### src/rtl/inst_mem_loader.sv
// Boot-time instruction-memory loader: framed byte stream in, word writes out,
// core held in reset until a checksum-verified image has been written.
module inst_mem_loader #(
  parameter int unsigned MEM_DEPTH = 1024,
  parameter int unsigned MEM_WIDTH = 32,
  parameter logic [31:0] BASE_ADDR = 32'h0000_0000
) (
  input  logic                 clk,
  input  logic                 rst,
  input  logic                 start,
  input  logic                 in_valid,
  input  logic [7:0]           in_data,
  output logic                 in_ready,
  output logic                 mem_we,
  output logic [31:0]          mem_addr,
  output logic [MEM_WIDTH-1:0] mem_wdata,
  output logic                 cpu_rst,
  output logic                 done,
  output logic                 error
);

  typedef enum logic [2:0] {
    IDLE,
    HDR0,
    HDR1,
    DATA,
    CHK,
    DONE,
    ERR
  } state_t;

  state_t      state;
  state_t      state_next;

  logic [15:0] count;
  logic [15:0] word_idx;
  logic [1:0]  byte_cnt;
  logic [23:0] asm_q;
  logic [7:0]  csum;

  logic        xfer;
  logic        begin_load;
  logic [15:0] count_full;
  logic [15:0] idx_inc;
  logic        last_word;

  assign xfer       = in_valid && in_ready;
  assign begin_load = start && (state == IDLE || state == DONE || state == ERR);
  assign count_full = {in_data, count[7:0]};
  assign idx_inc    = word_idx + 16'd1;
  assign last_word  = (byte_cnt == 2'd3) && (idx_inc == count);

  always_comb begin
    state_next = state;
    case (state)
      IDLE, DONE, ERR: begin
        if (start) state_next = HDR0;
      end
      HDR0: begin
        if (xfer) state_next = HDR1;
      end
      HDR1: begin
        if (xfer) begin
          if ({16'b0, count_full} > MEM_DEPTH) state_next = ERR;
          else if (count_full == 16'd0)         state_next = CHK;
          else                                  state_next = DATA;
        end
      end
      DATA: begin
        if (xfer && last_word) state_next = CHK;
      end
      CHK: begin
        if (xfer) state_next = (in_data == csum) ? DONE : ERR;
      end
      default: state_next = IDLE;
    endcase
  end

  // Status outputs are flopped from the next state so they carry no
  // combinational path from the handshake inputs.
  always_ff @(posedge clk or negedge rst) begin
    if (!rst) begin
      state    <= IDLE;
      in_ready <= 1'b0;
      cpu_rst  <= 1'b0;
      done     <= 1'b0;
      error    <= 1'b0;
    end else begin
      state    <= state_next;
      in_ready <= (state_next == HDR0) || (state_next == HDR1) ||
                  (state_next == DATA) || (state_next == CHK);
      cpu_rst  <= (state_next == DONE);
      done     <= (state_next == DONE);
      error    <= (state_next == ERR);
    end
  end

  always_ff @(posedge clk or negedge rst) begin
    if (!rst) begin
      count     <= '0;
      word_idx  <= '0;
      byte_cnt  <= '0;
      asm_q     <= '0;
      csum      <= '0;
      mem_we    <= 1'b0;
      mem_addr  <= '0;
      mem_wdata <= '0;
    end else begin
      mem_we <= 1'b0;
      if (begin_load) begin
        count    <= '0;
        word_idx <= '0;
        byte_cnt <= '0;
        asm_q    <= '0;
        csum     <= '0;
      end else if (xfer) begin
        case (state)
          HDR0: count[7:0]  <= in_data;
          HDR1: count[15:8] <= in_data;
          DATA: begin
            csum     <= csum ^ in_data;
            byte_cnt <= byte_cnt + 2'd1;
            case (byte_cnt)
              2'd0: asm_q[7:0]   <= in_data;
              2'd1: asm_q[15:8]  <= in_data;
              2'd2: asm_q[23:16] <= in_data;
              default: begin
                mem_we    <= 1'b1;
                mem_wdata <= {in_data, asm_q};
                mem_addr  <= BASE_ADDR + {14'b0, word_idx, 2'b00};
                word_idx  <= idx_inc;
              end
            endcase
          end
          default: ;
        endcase
      end
    end
  end

endmodule

### config.mk
export PLATFORM = sky130hd
export DESIGN_NAME = inst_mem_loader
export DESIGN_NICKNAME = d
export VERILOG_FILES = /design/src/rtl/inst_mem_loader.sv
export SDC_FILE = /design/constraint.sdc
export NUM_CORES = 1
export LEC_CHECK = 0
export BUFFER_PORTS_ARGS = -buffer_cell sky130_fd_sc_hd__buf_2
export CAP_MARGIN = 20
export CORE_ASPECT_RATIO = 1.4
export CORE_MARGIN = 2
export CORE_UTILIZATION = 58
export CTS_CLUSTER_DIAMETER = 50
export DETAILED_ROUTE_END_ITERATION = 8
export HOLD_SLACK_MARGIN = 0.1
export PLACE_DENSITY = 0.76
export SKIP_CTS_REPAIR_TIMING = 1
export SLEW_MARGIN = 5
export SYNTH_ARGS = -nofsm -noshare
export SYNTH_HDL_FRONTEND = slang
export SYNTH_SLANG_ARGS = --single-unit
### constraint.sdc
create_clock -name clk -period 3.2 [get_ports clk]
set_input_delay 0.16 -clock clk [delete_from_list [all_inputs] [get_ports clk]]
set_output_delay 0.16 -clock clk [all_outputs]
set_load 0.02 [all_outputs]
==> results by group, run 1 <==
Clock network
  – CTS sink cnt: 121
  – Maximum clock path buffer count: 2
  – CTS root buf: clkbuf_16
  – Clk_lat worst skew: 0.41 ns
  – CTS H-Tree Depth: 4
  – CTS Buf Count: 17
  – Clock transition at the registers of the reported paths: 0.05 ns
  – TritonCTS clock tree: built

Floorplan
  – Die width: 90.7 um
  – Core ar.: 0.0103 mm^2
  – Starting density of the core: 0.593
  – DIE HEIGHT: 125 um
  – Die Footprint: 0.0114 mm^2
  – Num ports: 81
  – Row cnt: 44

Synth
  – Async SR Flop Fraction: 1.00
  – Synth Cell Area: 0.00610 mm^2
  – Top cells by area, synth: dfrtp_1, nand2_1, nor2_1, xnor2_1, mux2i_1
  – Cell count after synthesis: 688
  – Synth area leader: dfrtp_1
  – Post-synthesis sequential element count: 121
  – Sequential cell area fraction in the yosys report: 0.496
  – Synth Warn #: 0
  – Syn avg cell area: 8.87 um^2
  – Synth cell types: 57
  – Post-synth EDFFs: 0
  – Mux contribution to synthesized area: 0.0295
  – XOR/XNOR Fraction of Synth Area: 0.0615
  – Synth Area in Adders: 0.0123
  – Main combinational cell family by area after synthesis: simple AND/OR/NAND/NOR gates
  – Top-area cell type share of the netlist area: 0.496
  – Compound-Gate Fraction of Synth Area: 0.0890
  – Synth Flop Type: dfrtp_1
  – Simple-gate area share of the yosys netlist: 0.251

Critical path
  – Crit. End Element: flop
  – CP required: 3.53 ns
  – Max FO, Critical Path: 11
  – R2r setup slk: 0.37 ns
  – Worst r2r path cells: 9
  – WS Path Type: reg2reg
  – CP startpoint kind: flop
  – Reg-to-Reg End: in_ready
  – Worst path arrival time: 3.16 ns
  – FF-to-FF Start: word_idx[0]

Placed design
  – GPL Wtd Cong: 0.918
  – IO buf count: 64
  – HPWL after DPL: 8900 um

Final layout
  – Area Overhead vs Synth: 14.1%
  – Fin util: 0.677
  – Fill cells: 848
  – Layout cells sized above 1: 0.159
  – Register Area: 0.00303 mm^2
  – Fin nets: 744
  – Ant. Diodes: 0
  – Area of the multi-input gates: 0.00278 mm^2

STA
  – Setup TNS: 0 ns
  – Final Max Tran Viols: 0
  – Count of final setup violators: 0
  – RSZ-0062 raised after global routing: no
  – Slew at the pin with the worst max-slew slack: 0.905 ns
  – Setup Skew: 0.0149 ns
  – Max Fclk: 354 MHz
  – Fin crit share: 0.883
  – Slew margin rel.: 0.394
  – Post-layout min period: 2.83 ns
  – Final hold vios: 0

Global routing
  – Number of global-route vias before repair: 4792
  – Gr ovfl total: 0
  – Pin count of the biggest net entering global routing: 71
  – Initial antenna violation count: 0
  – All-layer global routing usage: 0.255
  – First-pass GRT wire length: 23400 um

Pwr
  – Peak supply drop: 0.000527 V
  – PwrDens: 853 mW/mm^2
  – Static Leakage: 3.45 nW

Drt
  – Detailed-route via count: 4955
  – Drt first-iter violations: 393
  – Final WL: 14000 um
  – Routed Antenna Nets: 0
  – DRC errors left: 0
  – Via density: 5.66
  – Initial DRT Pass Iterations: 5
  – DR WL/cell: 16.0 um

Job
  – Maxcap violations: 0

Min path
  – Hold Crit Start: in_data[4]
  – Hold worst-path end: mem_wdata[28]
  – Hold path cells: 3
  – Hold Crit Class: in2reg

Outcome
  – Outcome: completed
[state kept, by name, indices dropped and copies added (netlist names)]
| signal | count |
|---|---|
| mem_addr | 16 |
| state | 3 |
| byte_cnt | 2 |
| asm_q | 24 |
| count | 16 |
| in_ready | 1 |
| error | 1 |
| mem_we | 1 |
| done | 1 |
| word_idx | 16 |
| mem_wdata | 32 |
| csum | 8 |
[final cells by class]
type | instances | area share
sequential | 121 | 0.435
multi-input combinational | 507 | 0.398
clock buffer | 22 | 0.0666
timing repair buffer | 73 | 0.0582
tap | 138 | 0.0248
clock inverter | 8 | 0.0140
inverter | 6 | 0.00323
[critical path, stage by stage (launching register included)]
cell	delay, ns
dfrtp_1	0.56
ha_1	0.40
nand4_2	0.30
nor4_2	0.42
xnor2_1	0.18
nand4_2	0.16
nor4_4	0.36
o21ai_2	0.11
nor2_2	0.12
xor2_1	0.14
[placed cells by master, fill, tap and decap left out, drive strengths merged, types with 3 or more instances in the layout]
cell type / synthesis / final
nand2: 204 / 204
dfrtp: 121 / 121
buf: 36 / 72
nor2: 50 / 50
a21oi: 34 / 34
nand3: 34 / 34
o21ai: 27 / 27
xnor2: 22 / 22
clkbuf: 33 / 22
xor2: 20 / 20
mux2i: 18 / 18
conb: 1 / 16
nor4: 10 / 10
nand4: 7 / 7
inv: 6 / 6
o31ai: 6 / 6
ha: 6 / 6
nor3: 6 / 6
nand2b: 5 / 5
and4: 4 / 4
nor2b: 4 / 4
and2: 4 / 4
clkinv: 0 / 3
clkinvlp: 0 / 3
o311ai: 3 / 3
[synthesized netlist by cell type (2+ instances only)]
master,number
nand2_1,203
nand4_2,3
ha_1,6
inv_1,6
nor4_1,6
nor2b_1,4
and4_1,4
o41ai_1,2
xor2_1,20
o21a_1,2
dfrtp_1,121
nand4_1,4
and2_1,4
nand3_1,33
buf_1,6
and3_1,2
xnor2_1,21
a32oi_1,2
buf_4,19
nor4_4,3
clkbuf_1,33
buf_2,11
o211ai_1,2
o31ai_1,6
o21ai_0,26
o311ai_0,2
nand2b_1,5
a21oi_1,34
mux2i_1,18
nor3_1,5
nor2_1,49
[layer usage]
| layer | global-route usage | wire [um] |
|---|---|---|
| met5 | 0 | 0 |
| met4 | 0.120 | 331 |
| met3 | 0.0470 | 676 |
| met2 | 0.434 | 7270 |
| met1 | 0.315 | 5750 |
[cell families (layout without fill, tap and decap cells)]
family          count (synthesis)  in the layout
compound gates                 89             89
xor+xnor                       42             42
fa+ha+maj                       6              6
buf+inv                        75            109
flops                         121            121
mux                            18             18
other cells                     1             16
simple gates                  336            336
[through the flow]
step | worst slack, ns | instances | power [mW] | hold slack (ns) | cell area [um^2]
floorplan | 0.859 | 703 | 3.59 | -0.136 | 6160
global placement | 0.513 | 844 | 4.05 | 0.314 | 6390
detailed placement | 0.405 | 844 | 4.12 | 0.333 | 6390
CTS | 0.356 | 874 | 5.97 | -0.104 | 6960
global route | 0.147 | 875 | 6.28 | 0.116 | 6970
finish | 0.373 | 875 | 5.94 | 0.0990 | 6970
[how the worst max path moves through the flow]
stage / cells past startpoint / end / start
floorplan: 10 / in_ready / word_idx[1]
global placement: 9 / in_ready / word_idx[0]
detailed placement: 9 / in_ready / word_idx[0]
CTS: 9 / in_ready / word_idx[0]
global route: 9 / in_ready / word_idx[0]
finish: 9 / in_ready / word_idx[0]
[where the power goes]
group / total, mW / switching (mW) / internal [mW]
clock: 1.82 / 0.649 / 1.17
sequential: 2.30 / 0.339 / 1.96
combinational: 1.82 / 1.16 / 0.664
total: 5.94 / 2.15 / 3.80
No activity file was read; power rests on OpenSTA's default activity.
==> run 2, diff against run 1 <==
==> constraint.sdc (replaced) <==
create_clock -name clk -period 3.2 [get_ports clk]
set_input_delay 0.48 -clock clk [delete_from_list [all_inputs] [get_ports clk]]
set_output_delay 0.48 -clock clk [all_outputs]
set_load 0.02 [all_outputs]
==> run 2 against run 1 <==
Net effect:
- wire length fell by 0.79%
- final cell count fell by 0.23%
- critical endpoint unchanged
- sequential power barely moved
- sequential cell count did not move
- critical path depth did not move
- critical path type unchanged
- combinational power barely moved
- die area did not move
- hold slack got worse by 0.041 ns
- register-to-register slack barely moved
==> results by group, run 2 (synthesized netlist as in run 1, its figures left out) <==
Drt
  – Routed Antenna Nets: 0
  – Initial DRT Pass Iterations: 5
  – Detailed-route via count: 4893
  – Drt first-iter violations: 354
  – DRC errors left: 0
  – DR WL/cell: 15.9 um
  – Via density: 5.60
  – Final WL: 13900 um

Clock network
  – TritonCTS clock tree: built
  – CTS Buf Count: 17
  – CTS root buf: clkbuf_16
  – CTS H-Tree Depth: 4
  – Clock transition at the registers of the reported paths: 0.05 ns
  – CTS sink cnt: 121
  – Clk_lat worst skew: 0.41 ns
  – Maximum clock path buffer count: 2

Final layout
  – Fin nets: 743
  – Ant. Diodes: 0
  – Max reg flops: 32
  – Area Overhead vs Synth: 14.5%
  – Fin util: 0.679
  – Non-Filler Instances: 873
  – Layout cells sized above 1: 0.161
  – Most common cell after layout, fill and taps aside: nand2_1
  – Fill cells: 826
  – Commonest cells after routing, fill and taps aside: nand2_1, dfrtp_1, buf_2, nor2_1, a21oi_1
  – Top reg by flops: mem_wdata
  – Largest regs: mem_wdata: 32 flops, asm_q: 24 flops

Floorplan
  – Die Footprint: 0.0114 mm^2
  – Die width: 90.7 um
  – Starting density of the core: 0.593
  – Row cnt: 44
  – DIE HEIGHT: 125 um
  – Num ports: 81
  – Core ar.: 0.0103 mm^2

Job
  – Maxcap violations: 0

STA
  – Final hold vios: 0
  – Final Max Tran Viols: 0
  – Max Fclk: 352 MHz
  – Setup TNS: 0 ns
  – Post-layout min period: 2.84 ns
  – Slew at the pin with the worst max-slew slack: 0.937 ns
  – RSZ-0062 raised after global routing: no
  – Slew margin rel.: 0.373
  – Count of final setup violators: 0
  – Setup Skew: 0.00847 ns
  – Fin crit share: 0.887

Pwr
  – Combinational cell fraction of total power: 0.303
  – PwrDens: 863 mW/mm^2
  – Peak supply drop: 0.000529 V
  – Internal Pwr Total: 3.89 mW
  – Sw Pwr: 2.13 mW
  – Static Leakage: 3.47 nW
  – Switching Share: 0.354
  – Clock network power share: 0.317
  – Reg power frac: 0.380

Global routing
  – Gr busiest metal: met2
  – First-pass GRT wire length: 23500 um
  – Number of global-route vias before repair: 4878
  – Met1 Use GR: 0.321
  – All-layer global routing usage: 0.259
  – Initial antenna violation count: 0
  – Pin count of the biggest net entering global routing: 71
  – Met3 usage in global routing: 0.0482
  – Gr ovfl total: 0
  – M2 GR Usage: 0.446

Critical path
  – CP top delay family: simple AND/OR/NAND/NOR gates
  – Reg-to-Reg End: in_ready
  – Slowest-stage cell, CP: dfrtp_1
  – Slowest stage delay, CP: 0.58 ns
  – WS Path Type: reg2reg
  – R2r setup slk: 0.36 ns
  – Crit. End Element: flop
  – FF-to-FF Start: word_idx[0]
  – Worst r2r path cells: 9
  – Buf/Inv on CP: 0
  – CP required: 3.53 ns
  – Worst path arrival time: 3.17 ns
  – Crit-path cells: ha_1, nand4_2, nor4_4, xnor2_1, nand4_2, nor4_4, o21ai_2, nor2_2, xor2_1
  – Max FO, Critical Path: 11
  – CP startpoint kind: flop

Placed design
  – GPL Wtd Cong: 0.867
  – IO buf count: 64
  – Dpl cells: 844
  – HPWL after DPL: 9080 um

Min path
  – Hold Crit Class: in2async

Outcome
  – Outcome: completed
## run 2: cell types whose count changed in the layout (fill, tap and decap cells not counted)
cell and change:
clkbuf_1 -2, clkinv_4 +1, bufinv_16 +1, clkinvlp_4 -2, dlygate4sd3_1 -1, clkbuf_8 +1
## run 2: worst register-to-register path: stages, from the launching register on
cell and delay, ns:
dfrtp_1 0.58, ha_1 0.39, nand4_2 0.29, nor4_4 0.42, xnor2_1 0.18, nand4_2 0.17
nor4_4 0.36, o21ai_2 0.11, nor2_2 0.13, xor2_1 0.14
## run 2: power by group through the flow
| stage | clock network [mW] | registers [mW] | logic, mW |
|---|---|---|---|
| floorplan | 0 | 2.47 | 1.12 |
| global placement | 0 | 2.29 | 1.79 |
| detailed placement | 0 | 2.30 | 1.84 |
| CTS | 1.92 | 2.29 | 1.85 |
| global route | 1.99 | 2.35 | 2.03 |
| finish | 1.91 | 2.29 | 1.83 |
## run 2: per-stage QoR
stage | total power, mW | worst slack, ns | cell area [um^2] | hold WS, ns
after floorplan | 3.59 | 0.859 | 6160 | 0.184
after global placement | 4.07 | 0.514 | 6390 | 0.447
after detailed placement | 4.14 | 0.384 | 6390 | 0.450
after CTS | 6.06 | 0.365 | 6990 | 0.0782
after global routing | 6.37 | 0.104 | 6990 | 0.111
final | 6.03 | 0.362 | 6990 | 0.0583
## run 2: area by class of cell
| type | count | area [um^2] | share of cell area |
|---|---|---|---|
| multi-input cells | 507 | 2780 | 0.397 |
| well taps | 138 | 173 | 0.0247 |
| clock inverters | 8 | 121 | 0.0174 |
| inverters | 6 | 22.5 | 0.00322 |
| flip-flops and latches | 121 | 3030 | 0.433 |
| clock buffers | 21 | 470 | 0.0673 |
| repair buffers | 72 | 395 | 0.0566 |
## run 2: metal layers
layer,share of wire,up-vias
met5,0,-
met1,0.41,2381
li1,-,2312
met2,0.52,166
met4,0.024,0
met3,0.049,34
## run 2: worst max-delay path by stage
stage	cells past startpoint	slack (ns)	end	startpoint
after floorplan	10	0.86	in_ready	word_idx[1]
after global placement	9	0.51	in_ready	word_idx[0]
after detailed placement	9	0.38	in_ready	word_idx[0]
after CTS	9	0.37	in_ready	word_idx[0]
after global routing	9	0.10	in_ready	word_idx[0]
final	9	0.36	in_ready	word_idx[0]
==> run 3, diff against run 2 <==
- CORE_UTILIZATION: 58 -> 52
- PLACE_DENSITY: 0.76 -> 0.72
- clock period: 3.2 -> 2.6 ns (I/O delays scaled with it)
==> run 3 against run 2 <==
Net effect:
- first-iteration DRC count decreased by 9.3%
- wire length grew 7.2%
- highest routed layer unchanged
- die area grew 11%
- via count grew 1.4%
==> results by group, run 3 (synthesized netlist as in run 1, its figures left out) <==
Final layout
  – Largest regs: mem_wdata: 32 flops, asm_q: 24 flops
  – Layout cells sized above 1: 0.183
  – Max reg flops: 32
  – Most common cell after layout, fill and taps aside: nand2_1
  – Ant. Diodes: 0
  – Fin nets: 759
  – Top reg by flops: mem_wdata
  – Area Overhead vs Synth: 17.4%
  – Commonest cells after routing, fill and taps aside: nand2_1, dfrtp_1, buf_2, nor2_1, a21oi_1

Placed design
  – Pre-CTS WS: 0.0477 ns
  – GPL Wtd Cong: 0.871
  – IO buf count: 64
  – HPWL after DPL: 9650 um

STA
  – Setup Skew: 0.00685 ns
  – Post-layout min period: 2.40 ns
  – Final Max Tran Viols: 0
  – Slew margin rel.: 0.339
  – Worst setup margin: 0.202 ns
  – Fin crit share: 0.922
  – RSZ-0062 raised after global routing: no
  – Count of final setup violators: 0
  – Slew at the pin with the worst max-slew slack: 0.988 ns
  – Hold Slack: 0.320 ns
  – Final hold vios: 0
  – Max Fclk: 417 MHz
  – Setup TNS: 0 ns

Critical path
  – Crit. End Element: flop
  – CP required: 2.94 ns
  – Worst path arrival time: 2.74 ns
  – Crit-path cells: ha_2, nand4_4, buf_4, nor4_1, o311ai_1, nor4_4, o21ai_2, nor2_2, xor2_1
  – CP startpoint kind: flop
  – Slowest stage delay, CP: 0.41 ns
  – Worst r2r path cells: 9
  – WS Path Type: reg2reg
  – Slowest-stage cell, CP: dfrtp_1
  – Max FO, Critical Path: 8

Clock network
  – CTS sink cnt: 121
  – Maximum clock path buffer count: 2
  – TritonCTS clock tree: built
  – CTS Buf Count: 17
  – Clock transition at the registers of the reported paths: 0.06 ns
  – Clk_lat worst skew: 0.42 ns
  – CTS H-Tree Depth: 4
  – CTS root buf: clkbuf_16

Global routing
  – Initial antenna violation count: 0
  – Number of global-route vias before repair: 5018
  – First-pass GRT wire length: 24900 um
  – Gr ovfl total: 0
  – All-layer global routing usage: 0.254
  – Pin count of the biggest net entering global routing: 71

Floorplan
  – Core ar.: 0.0114 mm^2
  – Die Footprint: 0.0126 mm^2
  – Num ports: 81
  – Starting density of the core: 0.535
  – Row cnt: 46
  – DIE HEIGHT: 132 um
  – Die width: 95.6 um

Outcome
  – Outcome: completed

Drt
  – DRC errors left: 0
  – DR WL/cell: 16.6 um
  – Initial DRT Pass Iterations: 5
  – Detailed-route via count: 4963
  – Drt first-iter violations: 321
  – Via density: 5.53
  – Routed Antenna Nets: 0
  – Final WL: 14900 um

Pwr
  – Peak supply drop: 0.000642 V
  – Static Leakage: 3.56 nW
  – PwrDens: 1050 mW/mm^2

Job
  – Maxcap violations: 0

Min path
  – Hold Crit Class: in2reg
  – Hold path cells: 3
## run 3: cell types whose count changed in the layout (fill, tap and decap cells not counted), moves of 2 or more
cell | previous run | this run
buf_4 | 8 | 23
clkinvlp_4 | 1 | 5
inv_6 | 0 | 3
clkinv_2 | 3 | 1
## run 3: metal layers
metal	wire (um)	GRT usage	vias up
li1	-	-	2344
met1	6070	0.316	2436
met2	7840	0.425	153
met3	714	0.0549	30
met4	295	0.100	0
met5	0	0	-
## run 3: worst paths after layout
kind	from	to	slack [ns]
max in group asynchronous	rst	word_idx[1]	1.39
min in group asynchronous	rst	word_idx[11]	0.49
min reg2reg	asm_q[7]	mem_wdata[7]	0.47
max reg2reg	word_idx[1]	in_ready	0.20
min	in_data[7]	mem_wdata[31]	0.32
max	word_idx[1]	in_ready	0.20
## run 3: worst max-delay path: cells and delay by family (launching register included)
family                     cells  cell delay (ns)
xor gates and xnor gates       1             0.15
AOI/OAI and AO/OA              2             0.34
buffers and inverters          1             0.20
and+or+nand+nor                4             0.92
DFF                            1             0.41
adders and majority gates      1             0.32
## run 3: cell type report
class                      count  area [um^2]
clock buffer                  19          453
clock inverter                13          168
fill                         963         4230
inverter                       6         22.5
multi-input combinational    507         2800
sequential                   121         3030
tap                          144          180
timing repair buffer          88          518
## run 3: where the power goes
part	internal, mW	leakage (nW)	switching, mW	total (mW)
Clock	1.56	0.289	0.894	2.46
Combinational	0.823	1.64	1.44	2.27
Sequential	2.41	1.64	0.405	2.82
## run 3: metrics by stage
step | util | instances | total power [mW] | area, um^2
2_1_floorplan | - | 703 | 4.42 | 6160
3_3_place_gp | 0.572 | 865 | 5.04 | 6510
3_5_place_dp | 0.572 | 865 | 5.09 | 6510
4_1_cts | 0.626 | 897 | 7.59 | 7130
5_1_grt | 0.629 | 898 | 7.96 | 7160
6_report | 0.629 | 898 | 7.54 | 7160
